===== src/rtl/dino_pkg.sv =====
// Shared types and constants for the Dino runner motion sequencer.
package dino_pkg;

  localparam int unsigned STEP_W = 6;
  localparam int unsigned Y_W    = 9;

  localparam logic [Y_W-1:0] SPD_FAST = Y_W'(6);
  localparam logic [Y_W-1:0] SPD_MID  = Y_W'(4);
  localparam logic [Y_W-1:0] SPD_SLOW = Y_W'(2);

  typedef enum logic [2:0] {
    ST_IDLE,
    ST_RUN,
    ST_RISE,
    ST_FALL,
    ST_SQUAT,
    ST_OVER
  } dino_state_e;

  typedef enum logic [1:0] {
    GS_IDLE = 2'd0,
    GS_PLAY = 2'd1,
    GS_OVER = 2'd2
  } game_state_e;

  // Per-step speed; the fall profile is the rise profile played backwards.
  function automatic logic [Y_W-1:0] phase_speed(input logic [STEP_W-1:0] cnt,
                                                 input logic              falling,
                                                 input int unsigned       p1,
                                                 input int unsigned       p2,
                                                 input int unsigned       p3);
    int unsigned idx;
    idx = falling ? (p1 + p2 + p3 - 32'd1 - 32'(cnt)) : 32'(cnt);
    if (idx < p1)           return SPD_FAST;
    else if (idx < p1 + p2) return SPD_MID;
    else                    return SPD_SLOW;
  endfunction

endpackage


===== src/rtl/dino_tick_gen.sv =====
// Synchronises the slow step clock and emits a one-cycle tick per rising edge.
module dino_tick_gen (
  input  logic clk,
  input  logic clrn,
  input  logic step_clk_i,
  output logic tick_o
);

  logic [2:0] sync_q;
  logic       tick_q;

  always_ff @(posedge clk or negedge clrn) begin
    if (!clrn) begin
      sync_q <= 3'b000;
      tick_q <= 1'b0;
    end else begin
      sync_q <= {sync_q[1:0], step_clk_i};
      tick_q <= sync_q[1] & ~sync_q[2];
    end
  end

  assign tick_o = tick_q;

endmodule


===== src/rtl/dino_motion_ctrl.sv =====
// Dino game-state and jump/squat motion sequencer, stepped by a synchronised tick.
// Define DINO_JUMP_BUFFER_EN to buffer a jump pressed during the last 4 fall steps.
module dino_motion_ctrl
  import dino_pkg::*;
#(
  parameter int unsigned GROUND_Y  = 196,
  parameter int unsigned LEG_TICKS = 8,
  parameter int unsigned P1_STEPS  = 10,
  parameter int unsigned P2_STEPS  = 10,
  parameter int unsigned P3_STEPS  = 12
) (
  input  logic           clk,
  input  logic           clrn,
  input  logic           step_clk,
  input  logic           jump_req,
  input  logic           squat_req,
  input  logic           crash,
  input  logic           restart,
  output logic [Y_W-1:0] dino_y,
  output logic           leg_sel,
  output logic           squatting,
  output logic           airborne,
  output logic [1:0]     game_state,
  output logic           land_pulse
);

  localparam int unsigned TOTAL   = P1_STEPS + P2_STEPS + P3_STEPS;
  localparam int unsigned RISE_PX = 6 * P1_STEPS + 4 * P2_STEPS + 2 * P3_STEPS;
  localparam int unsigned LEG_W   = (LEG_TICKS > 1) ? $clog2(LEG_TICKS) : 1;
  localparam logic [STEP_W-1:0] LAST_STEP = STEP_W'(TOTAL - 1);
  localparam logic [LEG_W-1:0]  LEG_LAST  = LEG_W'(LEG_TICKS - 1);
  localparam logic [Y_W-1:0]    GROUND    = Y_W'(GROUND_Y);

  if (GROUND_Y < RISE_PX) begin : g_bad_ground
    $error("GROUND_Y smaller than total jump rise");
  end
  if (TOTAL > (1 << STEP_W) || TOTAL < 4) begin : g_bad_steps
    $error("jump step count does not fit the step counter");
  end

  logic tick;

  dino_tick_gen u_tick (
    .clk       (clk),
    .clrn      (clrn),
    .step_clk_i(step_clk),
    .tick_o    (tick)
  );

  dino_state_e       state_q, state_d;
  logic [Y_W-1:0]    y_q, y_d;
  logic [STEP_W-1:0] step_q, step_d;
  logic [LEG_W-1:0]  leg_cnt_q, leg_cnt_d;
  logic              leg_sel_q, leg_sel_d;
  logic              squat_q, squat_d;
  logic              air_q, air_d;
  logic [1:0]        gs_q, gs_d;
  logic              land_q, land_d;
`ifdef DINO_JUMP_BUFFER_EN
  localparam logic [STEP_W-1:0] BUF_FROM = STEP_W'(TOTAL - 4);
  logic              jbuf_q, jbuf_d;
`endif

  // Next-state and next-output logic
  always_comb begin
    state_d   = state_q;
    y_d       = y_q;
    step_d    = step_q;
    leg_cnt_d = leg_cnt_q;
    leg_sel_d = leg_sel_q;
    land_d    = 1'b0;
`ifdef DINO_JUMP_BUFFER_EN
    jbuf_d    = jbuf_q;
`endif
    if (crash && (state_q inside {ST_RUN, ST_RISE, ST_FALL, ST_SQUAT})) begin
      state_d = ST_OVER;
`ifdef DINO_JUMP_BUFFER_EN
      jbuf_d  = 1'b0;
`endif
    end else begin
      case (state_q)
        ST_IDLE: begin
          y_d = GROUND;
          if (jump_req || restart) begin
            state_d   = ST_RUN;
            step_d    = '0;
            leg_cnt_d = '0;
          end
        end
        ST_RUN: begin
          if (jump_req) begin
            state_d = ST_RISE;
            step_d  = '0;
          end else if (squat_req) begin
            state_d = ST_SQUAT;
          end else if (tick) begin
            if (leg_cnt_q == LEG_LAST) begin
              leg_sel_d = ~leg_sel_q;
              leg_cnt_d = '0;
            end else begin
              leg_cnt_d = leg_cnt_q + LEG_W'(1);
            end
          end
        end
        ST_RISE: begin
          if (tick) begin
            y_d = y_q - phase_speed(step_q, 1'b0, P1_STEPS, P2_STEPS, P3_STEPS);
            if (step_q == LAST_STEP) begin
              state_d = ST_FALL;
              step_d  = '0;
            end else begin
              step_d = step_q + STEP_W'(1);
            end
          end
        end
        ST_FALL: begin
`ifdef DINO_JUMP_BUFFER_EN
          if (jump_req && step_q >= BUF_FROM) jbuf_d = 1'b1;
`endif
          if (tick) begin
            if (step_q == LAST_STEP) begin
              y_d     = GROUND;
              land_d  = 1'b1;
              step_d  = '0;
              state_d = ST_RUN;
`ifdef DINO_JUMP_BUFFER_EN
              if (jbuf_d) begin
                state_d = ST_RISE;
                jbuf_d  = 1'b0;
              end
`endif
            end else begin
              y_d    = y_q + phase_speed(step_q, 1'b1, P1_STEPS, P2_STEPS, P3_STEPS);
              step_d = step_q + STEP_W'(1);
            end
          end
        end
        ST_SQUAT: begin
          y_d = GROUND;
          if (jump_req) begin
            state_d = ST_RISE;
            step_d  = '0;
          end else if (!squat_req) begin
            state_d = ST_RUN;
          end
        end
        ST_OVER: begin
          if (restart) begin
            state_d   = ST_RUN;
            y_d       = GROUND;
            step_d    = '0;
            leg_cnt_d = '0;
          end
        end
        default: state_d = ST_IDLE;
      endcase
    end
`ifdef DINO_JUMP_BUFFER_EN
    if (restart) jbuf_d = 1'b0;
`endif
    squat_d = (state_d == ST_SQUAT);
    air_d   = (state_d == ST_RISE) || (state_d == ST_FALL);
    if (state_d == ST_IDLE)      gs_d = GS_IDLE;
    else if (state_d == ST_OVER) gs_d = GS_OVER;
    else                         gs_d = GS_PLAY;
  end

  always_ff @(posedge clk or negedge clrn) begin
    if (!clrn) begin
      state_q   <= ST_IDLE;
      y_q       <= GROUND;
      step_q    <= '0;
      leg_cnt_q <= '0;
      leg_sel_q <= 1'b0;
      squat_q   <= 1'b0;
      air_q     <= 1'b0;
      gs_q      <= GS_IDLE;
      land_q    <= 1'b0;
`ifdef DINO_JUMP_BUFFER_EN
      jbuf_q    <= 1'b0;
`endif
    end else begin
      state_q   <= state_d;
      y_q       <= y_d;
      step_q    <= step_d;
      leg_cnt_q <= leg_cnt_d;
      leg_sel_q <= leg_sel_d;
      squat_q   <= squat_d;
      air_q     <= air_d;
      gs_q      <= gs_d;
      land_q    <= land_d;
`ifdef DINO_JUMP_BUFFER_EN
      jbuf_q    <= jbuf_d;
`endif
    end
  end

  assign dino_y     = y_q;
  assign leg_sel    = leg_sel_q;
  assign squatting  = squat_q;
  assign airborne   = air_q;
  assign game_state = gs_q;
  assign land_pulse = land_q;

endmodule


===== config.mk =====
export PLATFORM = sky130hd
export DESIGN_NAME = dino_motion_ctrl
export DESIGN_NICKNAME = d
export VERILOG_FILES = /design/src/rtl/dino_pkg.sv /design/src/rtl/dino_tick_gen.sv /design/src/rtl/dino_motion_ctrl.sv
export SDC_FILE = /design/constraint.sdc
export NUM_CORES = 1
export LEC_CHECK = 0
export CAP_MARGIN = 10
export CELL_PAD_IN_SITES_DETAIL_PLACEMENT = 1
export CELL_PAD_IN_SITES_GLOBAL_PLACEMENT = 2
export CORE_ASPECT_RATIO = 0.6
export CORE_MARGIN = 10
export CORE_UTILIZATION = 38
export CTS_CLUSTER_DIAMETER = 100
export CTS_CLUSTER_SIZE = 10
export DETAILED_ROUTE_END_ITERATION = 12
export PLACE_DENSITY = 0.86
export SLEW_MARGIN = 10
export SYNTH_ARGS = -nofsm -noshare
export SYNTH_HDL_FRONTEND = slang
export SYNTH_SLANG_ARGS = --single-unit

===== constraint.sdc =====
create_clock -name clk -period 4.5 [get_ports clk]
set_input_delay 0.675 -clock clk [delete_from_list [all_inputs] [get_ports clk]]
set_output_delay 0.675 -clock clk [all_outputs]
set_load 0.02 [all_outputs]

==> qor.yml, run 1 <==
run_status:
  status: "finished, final reports clean"
logic_synthesis:
  synthesis.area_um2: 1900
  synth-async-reset-ratio_pct: 100
  synth_warnings: 0
  synth_edf_count: 0
  yosys_register_bits: 30
  yosysSeqAreaShare_pct: 39.7
  synth.avg_cell_area_um2: 9.45
  synth_fp_nets: 217
  synthCells: 201
  yosys_most_used_dff: "dfrtp_1"
  ys_types: 53
finish:
  nets: 236
  layout_common_cells: "27 x dfrtp_1, 20 x clkdlybuf4s50_1, 14 x a21oi_1, 14 x nor2_1, 13 x nand2_1"
  layout_commonest_cell: "dfrtp_1"
  fin_cells: 284
  drive_gt1_share_pct: 11.8
  num_antenna_cells: 0
  final_area_um2: 2230
  nFillCells: 540
  area_delta_synth_final_pct: 17.3
sta:
  slew-limit-headroom_pct: 55.2
  timing.final.ws_setup_ps: 1630
  drv_slew: 0
  hold_viol_final: 0
  skew_ps: 5.28
  rsz0062_at_grt: "no"
  worst_pin_slew_ps: 669
  timing.final.setup_violations: 0
  max_freq_mhz: 348
  min_period_ps: 2870
  period_share_pct: 63.8
  tns_ps: 0
  holdWs_ps: 353
floorplanning:
  io_pins: 22
  start_util_pct: 40.4
  core_um2: 4710
  std_cell_rows: 19
  die_area_um2: 8320
  die-width_um: 111
  dieHeight_um: 74.8
place:
  dp_slack_ps: 1580
  dpl-instance-area_um2: 2130
  gp_congestion: 0.834
  placed_cells: 276
  hpwl_um: 3940
  port_buffers: 20
clocking:
  cts_post_setup_buffers_inserted: 0
  cts_num_sinks: 30
  clk_pin_slew_worst_paths_ps: 70
  htree_levels: 2
  clock-root-buffer: "clkbuf_8"
  cts_tree: "yes"
  cts-resized-gates: 0
  cts_made_buffers: 5
  hold_buffers: 0
  clk_latency_ps: 290
  clock_path_buffers: 2
flow_run:
  cap_violations: 0
drt:
  drc: 0
  totalWireLength_um: 5280
  drt_iter0_markers: 75
  num_vias: 1614
  ant_nets: 0
  wl_per_cell_um: 18.6
  drt-pass1-iter-count: 4
  viasPerCell: 5.68
power:
  power_frac_clock_pct: 15.1
  power_leakage_nw: 0.949
  switchingPower_mw: 0.701
  power_density_nw_per_um2: 694
  ir_worst_vdd_uv: 298
  internal_power_mw: 0.844
  comb_power_share_pct: 54.1
  p_seq_share_pct: 30.8
  swShare_pct: 45.4
setup_path:
  crit_top_cell: "or3_1"
  ff2ff_setup_slack_ps: 1630
  cp-start-kind: "flip-flop"
  critPathArrivalTime_ps: 3050
  crit_required_ps: 4680
  critPathKind: "flip-flop to flip-flop"
  cpPeakStageDelay_ps: 500
  path_max_fanout: 10
  critical_path.cell_chain: "nor2_1 -> o22ai_1 -> nand2b_1 -> ha_1 -> inv_1 -> fa_1 -> or3_1 -> or3_1 -> nor2b_1 -> o41ai_1"
  crit_path_top_delay_cell: "dfrtp_1"
  end_kind: "flip-flop"
global_route:
  grt_pass1_wl_um: 9230
  grt_pass1_vias: 1752
  grt_start_max_net_pins: 19
  grt-ovfl-total: 0
  track_usage_pct: 13.7
  antenna_found_initial: 0
hold_path:
  min_path_type: "flip-flop to flip-flop"
-- per-stage QoR --
stage	util, %	power, mW
finish	47.3	1.55
global route	47.3	1.69
CTS	47.2	1.55
detailed placement	45.2	1.31
global placement	45.2	1.25
floorplan	-	1.06
-- area by class of cell --
cell class / count / area [µm²] / area share (%)
Tap cell: 63 / 78.8 / 3.54
Timing Repair Buffer: 21 / 208 / 9.32
Clock inverter: 1 / 5.00 / 0.225
Clock buffer: 7 / 86.3 / 3.87
Inverter: 12 / 45.0 / 2.02
Sequential cell: 30 / 754 / 33.9
Multi-Input combinational cell: 150 / 1050 / 47.2
-- power groups by stage --
stage	logic [mW]	clock network [mW]	registers, mW
finish	0.836	0.234	0.476
floorplan	0.578	0	0.477
detailed placement	0.829	0	0.477
global placement	0.783	0	0.465
CTS	0.834	0.240	0.475
global route	0.942	0.255	0.495
-- final timing paths --
path                                       startpoint                    endpoint  cells past startpoint
max reg2reg                     step_q[2]$_DFFE_PN0P_       dino_y[7]$_DFFE_PN1P_                     10
min reg2reg                u_tick.sync_q[0]$_DFF_PN0_  u_tick.sync_q[1]$_DFF_PN0_                      0
min in group asynchronous                        clrn     u_tick.tick_o$_DFF_PN0_                      1
max                             step_q[2]$_DFFE_PN0P_       dino_y[7]$_DFFE_PN1P_                     10
min                        u_tick.sync_q[0]$_DFF_PN0_  u_tick.sync_q[1]$_DFF_PN0_                      0
max in group asynchronous                        clrn       step_q[5]$_DFFE_PN0P_                      2
-- registers in the layout, indices dropped and copies added (netlist names) --
name	flops
u_tick.sync_q	3
land_pulse	1
step_q	6
leg_cnt_q	3
dino_y	8
squatting	1
leg_sel	1
game_state	2
state_q	3
u_tick.tick_o	1
airborne	1
-- synthesized netlist by cell type (2+ instances only) --
cell,instances,area share [%]
a21oi_1,14,3.7
a31oi_1,4,1.3
buf_2,3,0.79
buf_4,3,1.2
clkbuf_1,2,0.40
dfrtp_1,27,36
dfstp_2,3,4.2
fa_1,2,2.1
ha_1,7,4.6
inv_1,12,2.4
mux2_4,3,2.4
nand2_1,13,2.6
nand2b_1,9,3.0
nand3_1,4,1.1
nand4_1,2,0.66
nor2_1,14,2.8
nor2b_1,10,3.3
nor3_1,8,2.1
nor4_1,2,0.66
o21ai_0,9,2.4
o21ai_1,3,0.79
o22ai_1,6,2.0
o31ai_1,7,2.8
or3_1,3,0.99
or4_1,2,0.79
xor2_1,2,0.92
-- layer usage --
| metal | GRT usage (%) | vias to the layer above | part of all wire, % |
|---|---|---|---|
| met5 | 0 | - | 0 |
| met4 | 3.69 | 0 | 0.85 |
| met3 | 4.05 | 8 | 4.9 |
| met2 | 22.0 | 41 | 46 |
| met1 | 17.7 | 811 | 48 |
| li1 | - | 754 | - |
-- cell families (layout without fill, tap and decap cells) --
| family | after synthesis | count (layout) | synth area share (%) |
|---|---|---|---|
| AO/OA/AOI/OAI | 55 | 55 | 20.4 |
| XOR/XNOR | 3 | 3 | 1.38 |
| adder cells (fa/ha/maj) | 9 | 9 | 6.72 |
| buffers and inverters | 21 | 41 | 5.34 |
| flip-flops | 30 | 30 | 39.7 |
| multiplexers | 4 | 4 | 2.90 |
| other | 1 | 1 | 0.197 |
| AND/OR/NAND/NOR | 78 | 78 | 23.4 |
-- critical path, delay by kind of cell (launching register included) --
| kind | cells | cell delay (ps) |
|---|---|---|
| buffers and inverters | 1 | 60 |
| and+or+nand+nor | 5 | 1150 |
| AOI/OAI and AO/OA | 2 | 430 |
| adders and majority gates | 2 | 610 |
| DFF | 1 | 500 |
(Power assumes the default switching activity.)
==> run 2: changes to the inputs <==
- CORE_UTILIZATION: 38 -> 31
- PLACE_DENSITY: 0.86 -> 0.75
- clock period: 4.5 -> 2.6 ns (I/O delays scaled with it)
==> qor.yml, run 2 (synthesis gave the netlist of run 1 again) <==
setup_path:
  crit_family: "simple AND/OR/NAND/NOR gates"
  critPathKind: "flip-flop to flip-flop"
  critical_path.cell_chain: "nand2b_1 -> o22ai_1 -> nand2b_1 -> ha_2 -> inv_2 -> fa_2 -> or3_4 -> or3_4 -> nor2b_4 -> o41ai_2"
  cp_num_buf_inv: 1  # unchanged
  path_max_fanout: 5  # -5
  crit_path_top_delay_cell: "dfrtp_1"
  cpPeakStageDelay_ps: 420  # -80 ps
  cp-start-kind: "flip-flop"
  critPathArrivalTime_ps: 2740  # -310 ps
  crit_required_ps: 2790  # -1890 ps
  end_kind: "flip-flop"
clocking:
  clock-root-buffer: "clkbuf_8"
  cts_made_buffers: 5  # unchanged
  cts_num_sinks: 30  # unchanged
  htree_levels: 2  # unchanged
  clk_latency_ps: 290  # about the same
  cts_tree: "yes"
  clk_pin_slew_worst_paths_ps: 70  # about the same
  clock_path_buffers: 2  # unchanged
  hold_buffers: 0  # unchanged
drt:
  drc: 0  # unchanged
  ant_nets: 0  # unchanged
  wl_met2_um: 2170  # -11%
  wl_per_cell_um: 16.9  # -8.9%
  top_layer: "met4"
  viasPerCell: 5.15  # -9.4%
  totalWireLength_um: 5310  # +0.74%
  drt-pass1-iter-count: 4  # unchanged
  met3RoutedLength_um: 244  # -5.1%
  drt_iter0_markers: 93  # +24%
  num_vias: 1617  # +0.19%
  wl_met1_um: 2840  # +12%
flow_run:
  cap_violations: 0  # unchanged
finish:
  fin_util_pct: 41.4  # -6.0 points
  layout_commonest_cell: "dfrtp_1"
  final_area_um2: 2380  # +6.8%
  nets: 249  # +5.5%
  num_antenna_cells: 0  # unchanged
  nFillCells: 659  # +22%
  fin_cells: 314  # +11%
  largest_reg_flops: 8  # unchanged
  layout_common_cells: "27 x dfrtp_1, 20 x clkdlybuf4s50_1, 14 x a21oi_1, 14 x nor2_1, 14 x buf_4"
  area_delta_synth_final_pct: 25.4
  drive_gt1_share_pct: 20.1  # +8.3 points
power:
  power_density_nw_per_um2: 1180  # +70%
  ir_worst_vdd_uv: 428  # +44%
  power_leakage_nw: 1.02  # +8.0%
  power_mw: 2.81  # +82%
floorplanning:
  die_area_um2: 9760  # +17%
  std_cell_rows: 21  # +2
  io_pins: 22  # unchanged
  core_um2: 5750  # +22%
  start_util_pct: 33.0  # -7.3 points
  dieHeight_um: 80.6  # +7.9%
  die-width_um: 121  # +8.8%
sta:
  hold_viol_final: 0  # unchanged
  drv_slew: 0  # unchanged
  rsz0062_at_grt: "yes"
  timing.final.setup_violations: 0  # unchanged
  skew_ps: 6.74  # +1.46 ps
  timing.final.ws_setup_ps: 53.6  # -1580 ps
  min_period_ps: 2550  # -324 ps
  tns_ps: 0  # unchanged
  period_share_pct: 97.9  # +34 points
  slew-limit-headroom_pct: 50.9  # -4.3 points
  worst_pin_slew_ps: 733  # +64.3 ps
  max_freq_mhz: 393  # +13%
  holdWs_ps: 359  # +5.74 ps
place:
  gp_congestion: 0.788  # -5.5%
  placed_cells: 303  # +9.8%
  port_buffers: 20  # unchanged
  dpl-instance-area_um2: 2230  # +4.5%
  hpwl_um: 3900  # -1.0%
  dp_slack_ps: -89.1  # -1670 ps
hold_path:
  min_path_type: "flip-flop to flip-flop"
global_route:
  track_usage_pct: 11.8  # -1.8 points
  grt_pass1_wl_um: 9180  # -0.53%
  antenna_found_initial: 0  # unchanged
  grt_pass1_vias: 1766  # +0.80%
  grt_start_max_net_pins: 31  # +12
  grt-ovfl-total: 0  # unchanged
run_status:
  status: "finished, final reports clean"
## run 2: where the power goes
group          internal (mW)  switching [mW]  leakage (nW)  total, mW
Sequential             0.619           0.206         0.382      0.826
Clock                  0.214           0.194        0.0482      0.408
Combinational          0.735           0.845         0.595       1.58
## run 2: cell type report
type | instances | area (µm²) | area share (%)
multi-input cells | 150 | 1080 | 45.6
flip-flops and latches | 30 | 754 | 31.7
repair buffers | 34 | 305 | 12.8
well taps | 80 | 100 | 4.20
clock buffers | 7 | 86.3 | 3.63
inverters | 12 | 45.0 | 1.89
clock inverters | 1 | 5.00 | 0.210
## run 2: what timing repair did
item,4_1_cts,5_1_grt
pin swaps,1,5
setup endpoints to repair,1,1
resized for setup,1,8
gates cloned,0,0
setup buffers,0,3
## run 2: routing by layer
layer / global-route usage [%] / up-vias
li1: - / 786
met1: 16.6 / 804
met2: 16.4 / 22
met3: 3.56 / 5
met4: 4.44 / 0
met5: 0 / -
## run 2: path summary, 6_finish.rpt
path,from,end,slack [ps],cells past startpoint
worst max register to register,step_q[4]$_DFFE_PN0P_,dino_y[7]$_DFFE_PN1P_,50,10
max in group asynchronous,clrn,dino_y[6]$_DFFE_PN1P_,1740,2
worst max-delay path,step_q[4]$_DFFE_PN0P_,dino_y[7]$_DFFE_PN1P_,50,10
worst min-delay path,u_tick.sync_q[0]$_DFF_PN0_,u_tick.sync_q[1]$_DFF_PN0_,360,0
min in group asynchronous,clrn,airborne$_DFF_PN0_,510,2
worst min register to register,u_tick.sync_q[0]$_DFF_PN0_,u_tick.sync_q[1]$_DFF_PN0_,360,0
